--- src/rtl/alu_sequencer.sv ---
// Four-state sequencer (IDLE/READ/EXEC/WB) that fetches operands, drives the ALU, keeps Z/C flags and writes back.
// Optional illegal-op trap: define ALU_SEQ_ILLEGAL_TRAP_EN to make op F raise a sticky err.
module alu_sequencer (
  input  logic        clk,
  input  logic        rst,
  input  logic        instr_valid,
  input  logic [15:0] instr,
  output logic        instr_ready,
  output logic [2:0]  rf_ra1,
  output logic [2:0]  rf_ra2,
  input  logic [7:0]  rf_rd1,
  input  logic [7:0]  rf_rd2,
  output logic        rf_we,
  output logic [2:0]  rf_wa,
  output logic [7:0]  rf_wd,
  output logic [7:0]  alu_a,
  output logic [7:0]  alu_b,
  output logic        alu_carry_in,
  output logic        alu_is_shift,
  output logic [1:0]  alu_scode,
  output logic [2:0]  alu_acode,
  input  logic [7:0]  alu_r,
  input  logic        alu_zero,
  input  logic        alu_carry_out,
  output logic        flag_z,
  output logic        flag_c,
  output logic        done,
  output logic        err
);

  localparam int unsigned DW  = 8;
  localparam int unsigned AW  = 3;
  localparam int unsigned IW  = 16;
  localparam int unsigned OPW = 4;
  localparam int unsigned SHW = 3;
  localparam logic [2:0] ACODE_IDLE = 3'b111;
  localparam logic [2:0] ACODE_SUB  = 3'b010;

  typedef enum logic [1:0] {S_IDLE, S_READ, S_EXEC, S_WB} state_t;

  state_t          r_state, w_state_nxt;
  logic [IW-1:0]   r_instr, w_instr_nxt;
  logic            r_instr_ready, w_ready_nxt;
  logic [AW-1:0]   r_rf_ra1, w_ra1_nxt, r_rf_ra2, w_ra2_nxt;
  logic            r_rf_we, w_we_nxt;
  logic [AW-1:0]   r_rf_wa, w_wa_nxt;
  logic [DW-1:0]   r_rf_wd, w_wd_nxt;
  logic [DW-1:0]   r_alu_a, w_alu_a_nxt, r_alu_b, w_alu_b_nxt;
  logic            r_alu_cin, w_alu_cin_nxt;
  logic            r_alu_shift, w_alu_shift_nxt;
  logic [1:0]      r_alu_scode, w_alu_scode_nxt;
  logic [2:0]      r_alu_acode, w_alu_acode_nxt;
  logic            r_flag_z, w_z_nxt, r_flag_c, w_c_nxt;
  logic            r_done, w_done_nxt;
  logic            r_err, w_err_nxt;

  // Decode of the latched instruction; live instr is only looked at in IDLE.
  logic [OPW-1:0]  w_op;
  logic [AW-1:0]   w_rd;
  logic [SHW-1:0]  w_sh;
  logic            w_alu_op, w_shift, w_arith, w_logic, w_writes;

  assign w_op     = r_instr[15:12];
  assign w_rd     = r_instr[11:9];
  assign w_sh     = r_instr[2:0];
  assign w_alu_op = (w_op <= 4'hB);
  assign w_shift  = (w_op[3:2] == 2'b10);
  assign w_arith  = (w_op <= 4'h3) || (w_op == 4'h7);
  assign w_logic  = (w_op >= 4'h4) && (w_op <= 4'h6);
  assign w_writes = (w_op <= 4'h6) || w_shift;

  always_ff @(posedge clk) begin
    if (rst) begin
      r_state       <= S_IDLE;
      r_instr       <= '0;
      r_instr_ready <= 1'b1;
      r_rf_ra1      <= '0;
      r_rf_ra2      <= '0;
      r_rf_we       <= 1'b0;
      r_rf_wa       <= '0;
      r_rf_wd       <= '0;
      r_alu_a       <= '0;
      r_alu_b       <= '0;
      r_alu_cin     <= 1'b0;
      r_alu_shift   <= 1'b0;
      r_alu_scode   <= 2'b00;
      r_alu_acode   <= ACODE_IDLE;
      r_flag_z      <= 1'b0;
      r_flag_c      <= 1'b0;
      r_done        <= 1'b0;
      r_err         <= 1'b0;
    end else begin
      r_state       <= w_state_nxt;
      r_instr       <= w_instr_nxt;
      r_instr_ready <= w_ready_nxt;
      r_rf_ra1      <= w_ra1_nxt;
      r_rf_ra2      <= w_ra2_nxt;
      r_rf_we       <= w_we_nxt;
      r_rf_wa       <= w_wa_nxt;
      r_rf_wd       <= w_wd_nxt;
      r_alu_a       <= w_alu_a_nxt;
      r_alu_b       <= w_alu_b_nxt;
      r_alu_cin     <= w_alu_cin_nxt;
      r_alu_shift   <= w_alu_shift_nxt;
      r_alu_scode   <= w_alu_scode_nxt;
      r_alu_acode   <= w_alu_acode_nxt;
      r_flag_z      <= w_z_nxt;
      r_flag_c      <= w_c_nxt;
      r_done        <= w_done_nxt;
      r_err         <= w_err_nxt;
    end
  end

  // Next-state logic; outputs are computed for the state being entered so they register cleanly.
  always_comb begin
    w_state_nxt     = r_state;
    w_instr_nxt     = r_instr;
    w_ready_nxt     = r_instr_ready;
    w_ra1_nxt       = r_rf_ra1;
    w_ra2_nxt       = r_rf_ra2;
    w_we_nxt        = 1'b0;
    w_wa_nxt        = r_rf_wa;
    w_wd_nxt        = r_rf_wd;
    w_done_nxt      = 1'b0;
    w_alu_a_nxt     = '0;
    w_alu_b_nxt     = '0;
    w_alu_cin_nxt   = 1'b0;
    w_alu_shift_nxt = 1'b0;
    w_alu_scode_nxt = 2'b00;
    w_alu_acode_nxt = ACODE_IDLE;
    w_z_nxt         = r_flag_z;
    w_c_nxt         = r_flag_c;
    w_err_nxt       = r_err;
    unique case (r_state)
      S_IDLE: begin
        if (instr_valid && r_instr_ready) begin
          w_instr_nxt = instr;
          w_ra1_nxt   = instr[8:6];
          w_ra2_nxt   = instr[5:3];
          w_ready_nxt = 1'b0;
          w_state_nxt = S_READ;
        end
      end
      S_READ: begin
        w_state_nxt = S_EXEC;
        if (w_alu_op) begin
          w_alu_a_nxt     = rf_rd1;
          w_alu_b_nxt     = w_shift ? {5'b0, w_sh} : rf_rd2;
          w_alu_cin_nxt   = r_flag_c;
          w_alu_shift_nxt = w_shift;
          if (w_shift) w_alu_scode_nxt = w_op[1:0];
          else         w_alu_acode_nxt = (w_op == 4'h7) ? ACODE_SUB : w_op[2:0];
        end
      end
      S_EXEC: begin
        w_state_nxt = S_WB;
        w_done_nxt  = 1'b1;
        if (w_writes) begin
          w_we_nxt = 1'b1;
          w_wa_nxt = w_rd;
          w_wd_nxt = alu_r;
        end
        if (w_arith) begin
          w_z_nxt = alu_zero;
          w_c_nxt = alu_carry_out;
        end else if (w_logic) begin
          w_z_nxt = alu_zero;
        end else if (w_shift) begin
          w_z_nxt = alu_zero;
          if (w_sh != 3'd0) w_c_nxt = alu_carry_out;
        end else if (w_op == 4'hC) begin
          w_c_nxt = 1'b0;
        end else if (w_op == 4'hD) begin
          w_c_nxt = 1'b1;
        end
`ifdef ALU_SEQ_ILLEGAL_TRAP_EN
        if (w_op == 4'hF) w_err_nxt = 1'b1;
`endif
      end
      S_WB: begin
        w_state_nxt = S_IDLE;
        w_ready_nxt = !r_err;
      end
      default: w_state_nxt = S_IDLE;
    endcase
  end

  assign instr_ready  = r_instr_ready;
  assign rf_ra1       = r_rf_ra1;
  assign rf_ra2       = r_rf_ra2;
  assign rf_we        = r_rf_we;
  assign rf_wa        = r_rf_wa;
  assign rf_wd        = r_rf_wd;
  assign alu_a        = r_alu_a;
  assign alu_b        = r_alu_b;
  assign alu_carry_in = r_alu_cin;
  assign alu_is_shift = r_alu_shift;
  assign alu_scode    = r_alu_scode;
  assign alu_acode    = r_alu_acode;
  assign flag_z       = r_flag_z;
  assign flag_c       = r_flag_c;
  assign done         = r_done;
  assign err          = r_err;

endmodule
--- config.mk ---
export PLATFORM = sky130hd
export DESIGN_NAME = alu_sequencer
export DESIGN_NICKNAME = d
export VERILOG_FILES = /design/src/rtl/alu_sequencer.sv
export SDC_FILE = /design/constraint.sdc
export NUM_CORES = 1
export LEC_CHECK = 0
export ABC_AREA = 0
export CAP_MARGIN = 25
export CORE_AREA = 2 2 71 73
export DETAILED_ROUTE_END_ITERATION = 6
export DIE_AREA = 0 0 73 75
export GPL_ROUTABILITY_DRIVEN = 0
export MAX_ROUTING_LAYER = met4
export PLACE_DENSITY_LB_ADDON = 0.12
export SLEW_MARGIN = 20
export SYNTH_ARGS = -nofsm -noshare
export SYNTH_HDL_FRONTEND = slang
export SYNTH_SLANG_ARGS = --single-unit
--- constraint.sdc ---
create_clock -name clk -period 2.4 [get_ports clk]
set_input_delay 0.48 -clock clk [delete_from_list [all_inputs] [get_ports clk]]
set_output_delay 0.48 -clock clk [all_outputs]
set_load 0.1 [all_outputs]
==> results.md, run 1 <==
* Non-filler instance count after layout at 359
* I/O pins at approximately 90
* Final slew viol count at 0
* Synthesis-to-layout area growth at 45.4%
* Max Cap Viol at 0
* Vias in the first global route at 1,517
* Fmax at a little under 600 MHz
* Slew HR at 0.476
* Grt ovf at 0
* CTS tree: yes
* Reg power frac at 0.343
* Buf/Inv on CP at 2
* Yosys cell types at 31
* Crit path cell chain: clkdlybuf4s50_1 -> inv_1 -> nand2_1 -> a21oi_1 -> and2_1
* Overall Global Routing Usage at 0.174
* Cell Area, Synth at 2020 um2
* # fillers at 416
* Worst-path clk slew at 0.06 ns
* Die Span Y at 75 um
* Wire per inst at 12.1 um
* Seq/Total Area, Yosys at 0.564
* Die area at 5480 um2
* Yosys warns at 0
* Type of destination of the critical path: flip-flop
* Worst path required time at around 2.7 ns
* Psw at 1.67 mW
* Worst hold path type: reg2reg
* Fin crit share at 0.700
* Critical path class: in2reg
* Post-DRT Antenna Nets at 0
* Unrepaired setup endpoints after global routing: false
* Final nets at between 300 and 400
* # resized after CTS at 0
* Placement-stage cell area at 2790 um2
* Largest net degree at the start of global routing at 27
* CP startpoint kind: input pin
* Hold path depth at 2
* Max stage delay on crit path at between 0.5 and 0.6 ns
* Post-CTS Setup Bufs at 0
* Starting density of the core at 0.434
* Clk sink count at 57
* Syn Inst Count at 214
* Actual slew at the worst max-slew pin at approximately 0.79 ns
* Antenna Cells at 0
* Port bufs at 89
* Vias at 1,669
* Power Density at 1210 nW/um2
* Syn_area_per_cell at between 9 and 10 um2
* Clock root cell: clkbuf_8
* Switching Share at 0.467
* Crit path depth at 5
* Yosys reg bits at 57
* Post-detail-place hpwl at 3.20 mm
* Worst Clk Skew at 0.00725 ns
* Clock group share of total power at 0.197
* Internal power at between 1.5 and 2 mW
* Setup TNS Final at 0 ns
* Core Region at 4660 um2
* Top delay family on crit path: buffers and inverters
* Net Count, Synth at 264
* Static Leakage at between 1 and 1.5 nW
* Die Span X at 73 um
* Core Rows at 25
* Final Power at 3.57 mW
* Initial antenna violation count at 0
* Clk Latency, worst-skew pair at 0.32 ns
* Share of layout cells above drive strength 1 at 0.207
* Setup violations, final at 0
* Crit path time final at 1.68 ns
* Dpl cells at 343
* H-tree levels at 3
* Design Area, Final at 2940 um2
* Status: completed
* Router iterations before antenna repair at 4
* Reg2Reg Depth at 4
* Vias per cell at 4.65
* Max FO, Critical Path at 9
* Worst slack at placement at roughly 0.38 ns
* Drt total wl at 4.34 mm
* Worst Setup Slack, final at 0.720 ns
* Cts hold-fix bufs at 0
* Slowest stage cell, crit path: clkdlybuf4s50_1
* Number of CTS-inserted buffers at 9
* # DRC at 0
* Hold Vio Cnt, Final at 0
* Iter 0 DRT Violations at 63
* First-pass GRT wire length at between 6 and 7 mm
* VDD IR-drop max at 0.790 mV
* Arr. time, crit path at between 1.5 and 2 ns
* Bufs on Longest Clock Path at 2
* Logic pwr share at 0.460
-- cell families after synthesis --
| group | Yosys count | synth area share |
|---|---|---|
| flops | 57 | 0.564 |
| compound gates | 34 | 0.100 |
| simple gates | 85 | 0.192 |
| mux | 11 | 0.0544 |
| buf+inv | 21 | 0.0575 |
| fa+ha+maj | 5 | 0.0309 |
| other cells | 1 | 0.00185 |
-- tightest hold or removal path, stage by stage (launching register included) --
cell	delay (ns)
dfxtp_1	0.31
nand2_1	0.05
a21oi_1	0.05
-- per-stage QoR --
step | util | hold slack (ns)
3_5_place_dp | 0.598 | 0.451
2_1_floorplan | - | 0.436
4_1_cts | 0.631 | 0.461
5_1_grt | 0.631 | 0.477
3_3_place_gp | 0.598 | 0.445
6_report | 0.631 | 0.457
-- cell usage after synthesis --
library cell | instances | area share
buf_2 | 2 | 0.0049
mux2i_1 | 11 | 0.054
buf_4 | 7 | 0.026
a32o_1 | 1 | 0.0049
buf_6 | 1 | 0.0056
nor3_1 | 1 | 0.0025
nor2b_1 | 3 | 0.0093
clkbuf_2 | 1 | 0.0025
o22ai_1 | 1 | 0.0031
conb_1 | 1 | 0.0019
o21ai_2 | 1 | 0.0043
ha_1 | 5 | 0.031
nand2_1 | 44 | 0.082
or3_1 | 1 | 0.0031
o21a_1 | 1 | 0.0037
and2_1 | 16 | 0.049
o31ai_1 | 1 | 0.0037
a21oi_1 | 22 | 0.054
o21ai_0 | 1 | 0.0025
a211o_1 | 1 | 0.0043
dfxtp_1 | 57 | 0.56
o211ai_1 | 1 | 0.0037
inv_1 | 4 | 0.0074
nand3_1 | 5 | 0.012
a22o_1 | 3 | 0.013
nor3b_2 | 1 | 0.0062
o21ai_1 | 1 | 0.0025
and3_1 | 1 | 0.0031
clkbuf_1 | 5 | 0.0093
nor2_1 | 13 | 0.024
inv_2 | 1 | 0.0019
-- routing by layer --
layer	vias to the layer above	share of wire	GRT usage	routed length (um)
met2	66	0.43	0.253	1870
met3	10	0.087	0.0535	378
met5	-	0	-	0
met4	0	0.022	0.111	94
met1	729	0.46	0.209	2000
li1	864	-	-	-
-- state kept, by name, indices dropped and copies added, names as in the netlist --
name          flops
rf_wd             8
flag_c            1
alu_b             8
r_state           2
alu_acode         3
rf_we             1
flag_z            1
r_instr          16
alu_scode         2
done              1
alu_carry_in      1
rf_wa             3
alu_a             8
alu_is_shift      1
instr_ready       1
-- final timing paths --
kind	startpoint	to	slack (ns)
worst min-delay path	r_instr[3]	r_instr[3]	0.46
worst min register to register	r_instr[3]	r_instr[3]	0.46
worst max register to register	r_instr[15]	rf_wd[4]	0.73
worst max-delay path	rst	alu_a[2]	0.72
-- cell usage in the layout, fill, tap and decap left out --
cell type,count
a22o_1,3
or3_1,1
clkinv_2,4
o31ai_1,1
a211o_1,1
o21ai_2,1
nor3b_2,1
clkbuf_8,9
buf_4,47
o21ai_1,1
and3_1,1
nor2b_1,3
a32o_1,1
conb_1,1
and2_1,16
ha_1,5
o21a_1,1
nor3_1,1
inv_1,4
nand2_1,44
inv_2,1
o211ai_1,1
nand3_1,5
o22ai_1,1
a21oi_1,22
o21ai_0,1
nor2_1,13
clkdlybuf4s50_1,44
clkbuf_1,3
dfxtp_1,57
mux2i_1,11
-- layout make-up --
class                   count  area [um2]  share of cell area
well taps                  54        67.6              0.0230
inverters                   5        18.8             0.00638
clock buffers              12         135              0.0459
clock inverters             4        20.0             0.00680
repair buffers             91         793               0.270
flip-flops and latches     57        1140               0.388
multi-input cells         136         767               0.261
-- power groups by stage --
stage / clock (mW) / sequential, mW / combinational (mW)
global route: 0.768 / 1.24 / 1.74
global placement: 0 / 1.24 / 1.64
finish: 0.704 / 1.22 / 1.64
floorplan: 0 / 1.93 / 0.630
CTS: 0.733 / 1.22 / 1.65
detailed placement: 0 / 1.24 / 1.65
Note: power is estimated with default switching activity, not from simulation.
==> run 2: changes to the inputs <==
--- a/config.mk
+++ b/config.mk
@@ -7,9 +7,9 @@
 export LEC_CHECK = 0
 export ABC_AREA = 0
 export CAP_MARGIN = 25
-export CORE_AREA = 2 2 71 73
+export CORE_AREA = 2 2 77 79
 export DETAILED_ROUTE_END_ITERATION = 6
-export DIE_AREA = 0 0 73 75
+export DIE_AREA = 0 0 79 81
 export GPL_ROUTABILITY_DRIVEN = 0
 export MAX_ROUTING_LAYER = met4
 export PLACE_DENSITY_LB_ADDON = 0.12
==> constraint.sdc (replaced) <==
create_clock -name clk -period 1.5 [get_ports clk]
set_input_delay 0.3 -clock clk [delete_from_list [all_inputs] [get_ports clk]]
set_output_delay 0.3 -clock clk [all_outputs]
set_load 0.1 [all_outputs]
==> run 2 against run 1 <==
  * Combinational power rose by 99%
  * Hold slack got worse by 0.0034 ns
  * Cell count rose by 7.5%
  * Total power rose by 92%
  * Utilization rose by 1.5 points
  * Register-to-register slack got worse by 0.63 ns
  * Die area rose by 17%
  * Clock skew fell by 0.0014 ns
  * Wire length rose by 12%
  * Largest cell class is now buffers
==> results.md, run 2 (synthesized netlist as in run 1, its figures left out) <==
* Worst-path clk slew at 0.07 ns
* Vias at 1,748
* Setup violations, final at 0
* # DRC at 0
* CTS tree: yes
* Switching Share at 0.420
* Core Region at between 5000 and 6000 um2
* Largest Register: r_instr
* First-pass GRT wire length at a little over 8 mm
* Post-detail-place hpwl at 3.48 mm
* Most common cell after layout, fill and taps aside: dfxtp_1
* Met1 wire length at 2.09 mm
* Iter 0 DRT Violations at 89
* Hold Vio Cnt, Final at 0
* Starting density of the core at 0.357
* Router iterations before antenna repair at 4
* Cts hold-fix bufs at 0
* Share of layout cells above drive strength 1 at 0.238
* DR top layer: met4
* Arr. time, crit path at 1.61 ns
* CP startpoint kind: flip-flop
* Setup TNS Final at 0 ns
* Vias per cell at 4.53
* Design Area, Final at 3670 um2
* Final nets at 356
* Psw at 2.88 mW
* Max Cap Viol at 0
* Max FO, Critical Path at 12
* Antenna Cells at 0
* Grt ovf at 0
* Fin crit share at 0.934
* Die area at 6400 um2
* Met3 wire length at 350 um
* Vias in the first global route at 1,726
* Placement-stage cell area at around 3400 um2
* Worst hold path type: reg2reg
* Critical path class: reg2reg
* Clk Latency, worst-skew pair at 0.33 ns
* Worst Clk Skew at 0.00589 ns
* Power Density at 1870 nW/um2
* Reg power frac at 0.300
* Clock root cell: clkbuf_8
* Bufs on Longest Clock Path at 2
* Number of CTS-inserted buffers at 9
* Max reg flops at 16
* Overall Global Routing Usage at 0.171
* Post-DRT Antenna Nets at 0
* Fmax at 714 MHz
* Largest net degree at the start of global routing at 32
* Initial antenna violation count at 0
* Clk sink count at 57
* Wire per inst at 12.6 um
* Drt total wl at just under 5 mm
* Final slew viol count at 0
* VDD IR-drop max at 1.02 mV
* Worst path required time at between 1.5 and 2 ns
* # fillers at 491
* I/O pins at 91
* Synthesis-to-layout area growth at 81.3%
* Crit path time final at 1.40 ns
* Most frequent cells in the layout: dfxtp_1 (56), buf_12 (47), clkdlybuf4s50_1 (44)
* Static Leakage at 1.52 nW
* H-tree levels at 3
* Core Rows at 28
* Type of destination of the critical path: flip-flop
* Unrepaired setup endpoints after global routing: false
* Status: completed
* DR WL met2 at 2.32 mm
* Internal power at 3.98 mW
* Die Span Y at between 80 and 90 um
* Die Span X at 79 um
* Logic pwr share at 0.476
* Clock group share of total power at 0.224
* Port bufs at 89
run 2: path summary, 6_finish.rpt:
check | startpoint | end | slack (ns) | cells past startpoint
max | r_state[0] | rf_wa[2] | 0.1 | 6
min reg2reg | r_instr[9] | r_instr[9] | 0.45 | 2
min | r_instr[9] | r_instr[9] | 0.45 | 2
max reg2reg | r_state[0] | rf_wa[2] | 0.1 | 6
run 2: area by class of cell:
class	instances	area [um2]	share of cell area
Tap cell	75	93.8	0.0256
Clock buffer	11	131	0.0358
Multi-Input combinational cell	136	774	0.211
Inverter	5	18.8	0.00511
Clock inverter	5	80.1	0.0218
Timing Repair Buffer	97	1430	0.390
Sequential cell	57	1140	0.311
run 2: metal layers:
layer  vias to the layer above  GRT usage
li1                        878          -
met1                       792      0.205
met2                        70      0.258
met3                         8     0.0622
met4                         0     0.0776
met5                         -          -
run 2: metrics by stage:
| step | setup WS (ns) | hold WS [ns] | instances | power, mW | util |
|---|---|---|---|---|---|
| after floorplan | 0.0349 | 0.422 | 214 | 4.10 | - |
| after global placement | -0.0248 | 0.443 | 370 | 5.29 | 0.608 |
| after detailed placement | -0.0542 | 0.448 | 370 | 5.34 | 0.608 |
| after CTS | 0.0103 | 0.457 | 386 | 6.89 | 0.645 |
| after global routing | 0.0168 | 0.479 | 386 | 7.17 | 0.647 |
| final | 0.0985 | 0.454 | 386 | 6.86 | 0.647 |
run 2: worst max-delay path, cell delays in order, from the launching register on:
cell and delay [ns]:
dfxtp_1 0.39, inv_1 0.11, ha_2 0.25, o21ai_2 0.10
buf_12 0.17, mux2i_1 0.21, nor2_1 0.06
run 2: power by group through the flow:
stage          combinational (mW)  clock [mW]  sequential (mW)
2_1_floorplan                1.01           0             3.09
3_3_place_gp                 3.21           0             2.08
3_5_place_dp                 3.24           0             2.09
4_1_cts                      3.26        1.58             2.06
5_1_grt                      3.43        1.65             2.10
6_report                     3.27        1.53             2.06
run 2: repair_timing:
action                                  4_1_cts  5_1_grt
resized for setup                             0        4
endpoints found under the setup margin        0       27
endpoints found under the hold margin         0        0
buffers inserted                              0        0
==> run 3: changes to the inputs <==
--- a/config.mk
+++ b/config.mk
@@ -6,7 +6,7 @@
 export NUM_CORES = 1
 export LEC_CHECK = 0
 export ABC_AREA = 0
-export CAP_MARGIN = 25
+export CAP_MARGIN = 10
 export CORE_AREA = 2 2 77 79
 export DETAILED_ROUTE_END_ITERATION = 6
 export DIE_AREA = 0 0 79 81
==> results of run 3 <==
Same layout as run 2: the final DEF is identical, and so are final timing and power.
